===== config.mk =====
export PLATFORM = sky130hd
export DESIGN_NAME = bcd_e3_serial_conv_flat
export DESIGN_NICKNAME = d
export VERILOG_FILES = /design/src/rtl/bcd_e3_serial_conv_pkg.sv /design/src/rtl/bcd_e3_serial_conv_if.sv /design/src/rtl/bcd_e3_serial_conv_digit_fsm.sv /design/src/rtl/bcd_e3_serial_conv.sv /design/src/flat_wrapper.sv
export SDC_FILE = /design/constraint.sdc
export NUM_CORES = 1
export LEC_CHECK = 0
export ABC_AREA = 1
export BUFFER_PORTS_ARGS = -buffer_cell sky130_fd_sc_hd__buf_2
export CAP_MARGIN = 20
export CORE_AREA = 2 2 39 41
export CTS_BUF_LIST = sky130_fd_sc_hd__clkbuf_4 sky130_fd_sc_hd__clkbuf_8
export DETAILED_ROUTE_END_ITERATION = 7
export DIE_AREA = 0 0 41 43
export PLACE_DENSITY = 0.58
export SYNTH_ARGS = -nofsm -noshare
export SYNTH_HDL_FRONTEND = slang
export SYNTH_SLANG_ARGS = --single-unit

===== constraint.sdc =====
create_clock -name clk -period 1.95 [get_ports clk]
set_input_delay 0.195 -clock clk [delete_from_list [all_inputs] [get_ports clk]]
set_output_delay 0.195 -clock clk [all_outputs]
set_load 0.02 [all_outputs]

===== src/rtl/bcd_e3_serial_conv_pkg.sv =====
`default_nettype none
// ============================================================================
// Package   : bcd_e3_pkg
// Purpose   : Shared constants, the bit-index state type and the digit
//             validity helper for the BCD / Excess-3 serial converter.
// Revision  : 1.0 - initial release
// ============================================================================
package bcd_e3_pkg;

  localparam logic       DIR_BCD2E3 = 1'b0;
  localparam logic       DIR_E32BCD = 1'b1;

  localparam logic [3:0] E3_OFFSET  = 4'b0011;

  localparam logic [3:0] BCD_MAX    = 4'd9;
  localparam logic [3:0] E3_MIN     = 4'd3;
  localparam logic [3:0] E3_MAX     = 4'd12;

  // Position of the current bit inside its digit, LSB first.
  typedef enum logic [1:0] {
    BIT0 = 2'd0,
    BIT1 = 2'd1,
    BIT2 = 2'd2,
    BIT3 = 2'd3
  } bit_idx_t;

  // True when the complete input digit is outside the legal code range.
  function automatic logic digit_invalid(input logic dir_v, input logic [3:0] digit);
    if (dir_v == DIR_BCD2E3) begin
      return digit > BCD_MAX;
    end
    return (digit < E3_MIN) || (digit > E3_MAX);
  endfunction

endpackage
`default_nettype wire


===== src/rtl/bcd_e3_serial_conv_if.sv =====
`default_nettype none
// ============================================================================
// Interface : bcd_e3_serial_conv_if
// Purpose   : Serial stream bundle between the digit source (master) and the
//             converter (slave): input bit/framing plus converted outputs.
// Revision  : 1.0 - initial release
// ============================================================================
interface bcd_e3_serial_conv_if;
  logic d_in;
  logic in_valid;
  logic in_sof;
  logic dir;
  logic d_out;
  logic out_valid;
  logic out_sof;
  logic out_eof;
  logic err_digit;
  logic err_word;

  modport master (
    output d_in, in_valid, in_sof, dir,
    input  d_out, out_valid, out_sof, out_eof, err_digit, err_word
  );

  modport slave (
    input  d_in, in_valid, in_sof, dir,
    output d_out, out_valid, out_sof, out_eof, err_digit, err_word
  );
endinterface
`default_nettype wire


===== src/rtl/bcd_e3_serial_conv_digit_fsm.sv =====
`default_nettype none
// ============================================================================
// Module    : bcd_e3_digit_fsm
// Purpose   : Per-digit Mealy core. Adds or subtracts 3 one bit at a time,
//             tracks the bit position and the carry/borrow, and (with
//             BCD_E3_ERR_CHK_EN) keeps a bit history to flag invalid digits.
// Revision  : 1.0 - initial release
// ============================================================================
module bcd_e3_digit_fsm
  import bcd_e3_pkg::*;
(
  input  wire logic clk,
  input  wire logic reset,
  input  wire logic accept,     // bit is part of a word this cycle
  input  wire logic restart,    // accepted start-of-frame: treat as bit 0
  input  wire logic d_in,
  input  wire logic dir_eff,
  output logic      d_out,
  output logic      last_bit    // accepted bit is bit 3 of its digit
`ifdef BCD_E3_ERR_CHK_EN
  ,
  output logic      digit_bad   // digit completing this cycle is invalid
`endif
);

  bit_idx_t bit_idx;
  bit_idx_t k;
  logic     cb;
  logic     cb_eff;
  logic     kbit;
  logic     cb_next;

  // Bit position, constant bit and the carry/borrow of the current bit.
  always_comb begin
    k       = restart ? BIT0 : bit_idx;
    cb_eff  = (k == BIT0) ? 1'b0 : cb;
    kbit    = E3_OFFSET[k];
    if (dir_eff == DIR_BCD2E3) begin
      cb_next = (d_in & kbit) | (d_in & cb_eff) | (kbit & cb_eff);
    end else begin
      cb_next = (~d_in & (kbit | cb_eff)) | (kbit & cb_eff);
    end
    d_out    = accept ? (d_in ^ kbit ^ cb_eff) : 1'b0;
    last_bit = accept && (k == BIT3);
  end

  // Advance the bit position and carry/borrow on every accepted bit.
  always_ff @(posedge clk or posedge reset) begin
    if (reset) begin
      bit_idx <= BIT0;
      cb      <= 1'b0;
    end else if (accept) begin
      bit_idx <= bit_idx_t'(k + 2'd1);
      cb      <= cb_next;
    end
  end

`ifdef BCD_E3_ERR_CHK_EN
  logic [2:0] hist;

  // Capture bits 0..2 of the digit so bit 3 can judge the whole code.
  always_ff @(posedge clk or posedge reset) begin
    if (reset) begin
      hist <= 3'b000;
    end else if (accept) begin
      case (k)
        BIT0:    hist[0] <= d_in;
        BIT1:    hist[1] <= d_in;
        BIT2:    hist[2] <= d_in;
        default: hist    <= hist;
      endcase
    end
  end

  assign digit_bad = last_bit && digit_invalid(dir_eff, {d_in, hist});
`endif

endmodule
`default_nettype wire


===== src/rtl/bcd_e3_serial_conv.sv =====
`default_nettype none
// ============================================================================
// Module    : bcd_e3_serial_conv
// Purpose   : Bit-serial BCD <-> Excess-3 converter with word framing,
//             runtime direction select and optional invalid-digit flags.
//             Optional feature macro: BCD_E3_ERR_CHK_EN (err_digit/err_word).
// Revision  : 1.0 - initial release
// ============================================================================
module bcd_e3_serial_conv
  import bcd_e3_pkg::*;
#(
  parameter int NUM_DIGITS = 4
) (
  input  wire logic             clk,
  input  wire logic             reset,
  bcd_e3_serial_conv_if.slave   bus
);

  localparam int              CW         = (NUM_DIGITS > 1) ? $clog2(NUM_DIGITS) : 1;
  localparam logic [CW-1:0]   LAST_DIGIT = CW'(NUM_DIGITS - 1);

  logic          in_word;
  logic          dir_q;
  logic [CW-1:0] digit_cnt;

  logic          sof_acc;
  logic          accept;
  logic          dir_eff;
  logic [CW-1:0] digit_eff;
  logic          last_digit;
  logic          last_bit;

  assign sof_acc    = bus.in_valid & bus.in_sof;
  assign accept     = bus.in_valid & (bus.in_sof | in_word);
  assign dir_eff    = bus.in_sof ? bus.dir : dir_q;
  assign digit_eff  = bus.in_sof ? '0 : digit_cnt;
  assign last_digit = (digit_eff == LAST_DIGIT);

  assign bus.out_valid = bus.in_valid;
  assign bus.out_sof   = sof_acc;
  assign bus.out_eof   = last_bit & last_digit;

`ifdef BCD_E3_ERR_CHK_EN
  logic digit_bad;
`endif

  bcd_e3_digit_fsm u_digit (
    .clk       (clk),
    .reset     (reset),
    .accept    (accept),
    .restart   (sof_acc),
    .d_in      (bus.d_in),
    .dir_eff   (dir_eff),
    .d_out     (bus.d_out),
    .last_bit  (last_bit)
`ifdef BCD_E3_ERR_CHK_EN
    ,
    .digit_bad (digit_bad)
`endif
  );

  // Word framing: direction latch, digit counter and in-word flag.
  always_ff @(posedge clk or posedge reset) begin
    if (reset) begin
      in_word   <= 1'b0;
      dir_q     <= DIR_BCD2E3;
      digit_cnt <= '0;
    end else if (accept) begin
      if (bus.in_sof) begin
        dir_q <= bus.dir;
      end
      if (last_bit) begin
        digit_cnt <= last_digit ? '0 : CW'(digit_eff + 1'b1);
        in_word   <= ~last_digit;
      end else begin
        digit_cnt <= digit_eff;
        in_word   <= 1'b1;
      end
    end
  end

`ifdef BCD_E3_ERR_CHK_EN
  logic err_digit_q;
  logic err_word_q;

  // Error flags: one-cycle digit pulse, word flag sticky until the next frame.
  always_ff @(posedge clk or posedge reset) begin
    if (reset) begin
      err_digit_q <= 1'b0;
      err_word_q  <= 1'b0;
    end else begin
      err_digit_q <= accept & digit_bad;
      if (sof_acc) begin
        err_word_q <= 1'b0;
      end else if (accept & digit_bad) begin
        err_word_q <= 1'b1;
      end
    end
  end

  assign bus.err_digit = err_digit_q;
  assign bus.err_word  = err_word_q;
`else
  assign bus.err_digit = 1'b0;
  assign bus.err_word  = 1'b0;
`endif

endmodule
`default_nettype wire

===== src/flat_wrapper.sv =====
// flat-port wrapper written by rule: the top's interface ports become plain ports
module bcd_e3_serial_conv_flat import bcd_e3_pkg::*;
#(
  parameter int NUM_DIGITS = 4
)
  (clk, reset, bus_d_in, bus_in_valid, bus_in_sof, bus_dir, bus_d_out, bus_out_valid, bus_out_sof, bus_out_eof, bus_err_digit, bus_err_word);
  bcd_e3_serial_conv_if bus_i ();
  input  wire logic clk;
  input  wire logic reset;
  input wire logic [$bits(bus_i.d_in)-1:0] bus_d_in;
  input wire logic [$bits(bus_i.in_valid)-1:0] bus_in_valid;
  input wire logic [$bits(bus_i.in_sof)-1:0] bus_in_sof;
  input wire logic [$bits(bus_i.dir)-1:0] bus_dir;
  output wire logic [$bits(bus_i.d_out)-1:0] bus_d_out;
  output wire logic [$bits(bus_i.out_valid)-1:0] bus_out_valid;
  output wire logic [$bits(bus_i.out_sof)-1:0] bus_out_sof;
  output wire logic [$bits(bus_i.out_eof)-1:0] bus_out_eof;
  output wire logic [$bits(bus_i.err_digit)-1:0] bus_err_digit;
  output wire logic [$bits(bus_i.err_word)-1:0] bus_err_word;
  assign bus_i.d_in = bus_d_in;
  assign bus_i.in_valid = bus_in_valid;
  assign bus_i.in_sof = bus_in_sof;
  assign bus_i.dir = bus_dir;
  assign bus_d_out = bus_i.d_out;
  assign bus_out_valid = bus_i.out_valid;
  assign bus_out_sof = bus_i.out_sof;
  assign bus_out_eof = bus_i.out_eof;
  assign bus_err_digit = bus_i.err_digit;
  assign bus_err_word = bus_i.err_word;
  bcd_e3_serial_conv #(.NUM_DIGITS(NUM_DIGITS)) u_core (.clk(clk), .reset(reset), .bus(bus_i));
endmodule

# Word-level counts from Yosys, hierarchy flattened
# Index checks and enable logic that the tools add are counted.
# op_classes
n_addsub,2
n_lt_le_gt_ge,1
n_eq_ne,2
mux,11
bitwise,16
n_reduce_logical,2
# op_table
cell,n
two-way mux 2 bit,4
bitwise AND 1 bit,7
two-way mux 1 bit,6
bitwise OR 1 bit,5
adder 2 x 1 -> 2 bit (second input constant),2
equality test 2 bit (second input constant),2
less-than comparator 2 x 3 -> 1 bit (second input constant),1
binary-select mux 1 bit (select 2 bit),1
zero test 2 bit,1
NOT 1 bit,2
bitwise XOR 1 bit,2
logical AND 1 bit,1
# word_totals
ff_bits,7
inputBits,6
out_inout_bits,6
wordCells,39

# Longest topological paths before layout
# logic_depth
depth_word,8
mapped_depth,12
mapped_depth_nobuf,12

# Modules after synthesis
# Synthesis repeated with hierarchy kept, for this count alone.
# unflattened
cells_unflattened,80
hier_area_um2,531.8
# by_module_without_submodules
module,n_inst,cells_per_inst,area_each_um2,seq_area_each_um2
bcd_e3_serial_conv,1,42,274.0,100.1
bcd_e3_digit_fsm,1,38,257.7,75.1

# Worst setup path after synthesis
# OpenSTA, ideal clock, no wires.
# synth_timing
path_kind,in2out
start,input port bus_in_valid
end,output port bus_d_out
arrival_ns,1.475
required_ns,1.755
setup_slack_ns,0.280
path_stages,9
path_buffers,0
path_cell_list,nand2_2 > inv_1 > nor2_1 > inv_1 > ha_1 > inv_1 > nand2_1 > xor2_1 > nor2_1
# synth_between
elab_chain_cells,7
elab_cells_between_ends,10
classes_between,mux (5); bitwise (4); reduce/logical (1)
# synth_rtl
element,line_no,rtl
start: declaration,flat_wrapper.sv:11,input wire logic [$bits(bus_i.in_valid)-1:0] bus_in_valid;
bitwise AND 1 bit *,bcd_e3_serial_conv.sv:33,assign sof_acc = bus.in_valid & bus.in_sof;
named net bus_out_sof,flat_wrapper.sv:16,output wire logic [$bits(bus_i.out_sof)-1:0] bus_out_sof;
two-way mux 2 bit *,bcd_e3_serial_conv_digit_fsm.sv:35,k = restart ? BIT0 : bit_idx;
binary-select mux 1 bit (select 2 bit),bcd_e3_serial_conv_digit_fsm.sv:37,kbit = E3_OFFSET[k];
two-way mux 1 bit (not written as such),bcd_e3_serial_conv_digit_fsm.sv:37,
bitwise XOR 1 bit,bcd_e3_serial_conv_digit_fsm.sv:43,d_out = accept ? (d_in ^ kbit ^ cb_eff) : 1'b0;
bitwise XOR 1 bit *,bcd_e3_serial_conv_digit_fsm.sv:43,
two-way mux 1 bit *,bcd_e3_serial_conv_digit_fsm.sv:43,
end: declaration,flat_wrapper.sv:14,output wire logic [$bits(bus_i.d_out)-1:0] bus_d_out;
# Mark *: on every way through the listed nets, which the timed path passes. The rest lies on a longest branch. The select of a mux whose other input is x is not followed.

# Worst setup path after layout
# layout_timing
start,register u_core.u_digit.bit_idx[0]
end,output port bus_d_out
# layout_between
elab_chain_cells,6
elab_cells_between_ends,8
classes_between,mux (5); bitwise (2); reduce/logical (1)
# layout_rtl
element,line_no,rtl
start: declaration,bcd_e3_serial_conv_digit_fsm.sv:26,bit_idx_t bit_idx;
start signal: assignment,bcd_e3_serial_conv_digit_fsm.sv:53,bit_idx <= bit_idx_t'(k + 2'd1);
two-way mux 2 bit *,bcd_e3_serial_conv_digit_fsm.sv:35,
binary-select mux 1 bit (select 2 bit),bcd_e3_serial_conv_digit_fsm.sv:37,
two-way mux 1 bit (not written as such),bcd_e3_serial_conv_digit_fsm.sv:37,
bitwise XOR 1 bit,bcd_e3_serial_conv_digit_fsm.sv:43,
bitwise XOR 1 bit *,bcd_e3_serial_conv_digit_fsm.sv:43,
two-way mux 1 bit *,bcd_e3_serial_conv_digit_fsm.sv:43,
# Every way passes the cells marked *; elsewhere a longest branch is shown, timed or not. The select of a mux whose other input is x is not followed.

==> flow_metrics.py <==
metrics = {
    "status": {
        "run_status": "completed",
    },
    "grt": {
        "antenna_found_initial": 0,
        "grt.overflow.total": 0,
        "first_global_vias": 363,
        "grt_usage_pct": 13.1,
        "grt_max_degree": 9,
        "grt_pass1_wl_um": 1500,
    },
    "synthesis": {
        "syn_area_um2": 526,
        "ys_seq_area_share_pct": 33.3,
        "ys_types": 18,
        "yosysWarnings": 0,
        "synth_area_leader_cell": "dfrtp_1",
        "synth.area.top_cells": "dfrtp_1, nand2_1, inv_1, ha_1, nor2_1",
        "yosys.area.top_type_share_pct": 33.3,
        "synthFlopType": "dfrtp_1",
        "yosys-top-cells-count": "nand2_1, inv_1, dfrtp_1, nor2_1, ha_1",
        "async_reset_ff_share_pct": 100,
        "ys_ff_latch": 7,
        "synth-edff-count": 0,
        "netlist_instances": 74,
        "avgSynthCellArea_um2": 7.10,
        "yosysMostFrequentCell": "nand2_1",
    },
    "final_layout": {
        "fin_util_pct": 44.8,
        "final_nets": 98,
        "syn2layout_area_growth_pct": 17.9,
        "layout.area.seq_um2": 175,
        "multi_input_area_um2": 264,
        "final_area_um2": 619,
        "fillCellCount": 158,
        "drive_gt1_share_pct": 28.7,
        "n_antenna_cell": 0,
    },
    "die": {
        "initial_core_util_pct": 38.0,
        "core-area_mm2": 0.00138,
        "die_h_um": 43,
        "die_x_um": 41,
        "ioPinCount": 12,
        "dieArea_mm2": 0.00176,
        "core.rowCount": 14,
    },
    "critical_path": {
        "critPathMaxStageDelay_ps": 340,
        "cp_cell_sequence": "inv_1 > nor2_1 > inv_1 > ha_1 > inv_1 > nand2_1 > xor2_1 > nor2_1 > buf_2",
        "crit_required_ps": 1750,
        "path_class": "reg -> out",
        "cpMostUsedCell": "inv_1",
        "crit_family": "flip-flops",
        "endpoint_kind": "output port",
        "crit_arrival_ps": 1550,
        "crit_slowest_cell": "dfrtp_1",
        "start_kind": "flop",
        "cp_num_buf_inv": 4,
        "path_max_fanout": 2,
    },
    "clocking": {
        "tritoncts": "done",
        "cts_setup_buffers": 0,
        "clock_latency_ps": 260,
        "clkSinkCount": 7,
        "cts_root_buf": "clkbuf_4",
        "hold_buffers": 1,
        "post_cts_resized": 0,
        "cts_buffers": 3,
        "cts_max_level": 1,
        "cts_buffer_depth": 2,
        "path_clk_slew_ps": 60,
    },
    "job": {
        "cap_violations": 0,
    },
    "sta": {
        "worst_slack_ps": 205,
        "rsz0062_at_grt": "no",
        "final.period_utilization_pct": 89.5,
        "setup_viol_count_final": 0,
        "hold_viol_final": 0,
        "fin_hold_ws_ps": 312,
        "min_period_ps": 1750,
        "max_freq_ghz": 0.573,
        "finalSetupTns_ps": 0,
        "drv_slew": 0,
        "skew_ps": 6.27,
    },
    "route": {
        "drc": 0,
        "wl_um": 953,
        "drtAntennaViolNets": 0,
        "via_count": 447,
        "wl_per_cell_um": 9.25,
        "drt_first_pass_iters": 2,
        "drtIter0Drc": 7,
        "vias_per_cell": 4.34,
    },
    "power_and_ir_drop": {
        "peakVddDrop_uv": 535,
        "pwr-share-comb_pct": 41.5,
        "clockPowerShare_pct": 24.4,
        "switchingPower_mw": 0.251,
        "intPower_mw": 0.383,
        "p_sw_share_pct": 39.6,
        "power.leakage_nw": 0.372,
        "cellPowerDensity_mw_per_mm2": 1020,
        "seqPwrFrac_pct": 34.1,
    },
    "placement": {
        "post-place-ws_ps": 272,
        "place.gp.congestion": 0.833,
        "dp_hpwl_um": 759,
        "io_buffers": 9,
        "dpl-instance-area_um2": 579,
    },
    "min_path": {
        "hold_class": "in -> reg",
    },
}
==> routing by layer <==
layer  GRT usage [%]  up-vias  wire length [µm]
met2            17.5        7               448
met4            6.00        0                13
met3            6.28        3                37
met5               0        -                 0
met1            17.3      195               454
li1                -      242                 -
==> metrics by stage <==
step	total power [mW]	instances
floorplan	0.424	75
global placement	0.475	98
detailed placement	0.481	98
CTS	0.641	103
global route	0.690	103
finish	0.633	103
==> sequential cells by signal, summed over array words and instances, names as in the netlist <==
signal and cells:
u_core.digit_cnt 2, u_core.dir_q 1, u_core.in_word 1, u_core.u_digit.bit_idx 2, u_core.u_digit.cb 1
==> layout by cell type (no fill, tap or decap), types with 2 or more instances in the layout <==
cell	Yosys	final
nand2_1	17	17
inv_1	15	15
buf_2	0	9
nor2_1	7	7
dfrtp_1	7	7
ha_1	4	4
clkbuf_4	0	4
nand2_2	3	3
inv_2	3	3
o21ai_0	3	3
nand3_1	3	3
nand2_4	2	2
conb_1	1	2
==> final cells by class <==
| class | instances | area share (%) |
|---|---|---|
| Clock buffer | 4 | 4.85 |
| Inverter | 18 | 10.9 |
| Multi-Input combinational cell | 47 | 42.6 |
| Sequential cell | 7 | 28.3 |
| Tap cell | 16 | 3.23 |
| Timing Repair Buffer | 11 | 10.1 |
==> power groups by stage <==
stage	registers, mW	clock network [mW]	logic (mW)
global route	0.220	0.170	0.301
global placement	0.217	0	0.258
finish	0.216	0.155	0.262
floorplan	0.212	0	0.213
detailed placement	0.218	0	0.263
CTS	0.216	0.158	0.267
==> logic make-up (layout without fill, tap and decap cells) <==
group                      count (synthesis)  in the layout  share of synthesized area, %
AOI/OAI and AO/OA                          6              6                          6.67
DFF                                        7              7                          33.3
adders and majority gates                  4              4                          9.52
other                                      1              2                         0.714
buffers and inverters                     21             33                          17.1
and+or+nand+nor                           34             34                          31.0
xor gates and xnor gates                   1              1                          1.67
==> worst paths after layout <==
kind / startpoint / depth (start not counted) / slack [ps] / end
max in group asynchronous: reset / 3 / 1320 / u_core.in_word$_DFFE_PP0P_
worst min register to register: u_core.u_digit.bit_idx[0]$_DFFE_PP0P_ / 2 / 480 / u_core.u_digit.bit_idx[0]$_DFFE_PP0P_
min in group asynchronous: reset / 3 / 410 / u_core.dir_q$_DFFE_PP0P_
worst min-delay path: bus_dir / 5 / 310 / u_core.dir_q$_DFFE_PP0P_
worst max-delay path: u_core.u_digit.bit_idx[0]$_DFFE_PP0P_ / 9 / 200 / bus_d_out
worst max register to register: u_core.u_digit.bit_idx[0]$_DFFE_PP0P_ / 11 / 670 / u_core.u_digit.cb$_DFFE_PP0P_
==> worst register-to-register path, delay by kind of cell (launching register included) <==
family / cells / cell delay, ps
adders and majority gates: 1 / 200
DFF: 1 / 340
and+or+nand+nor: 6 / 480
buffers and inverters: 4 / 210
Power figures use the tool's default switching activity.
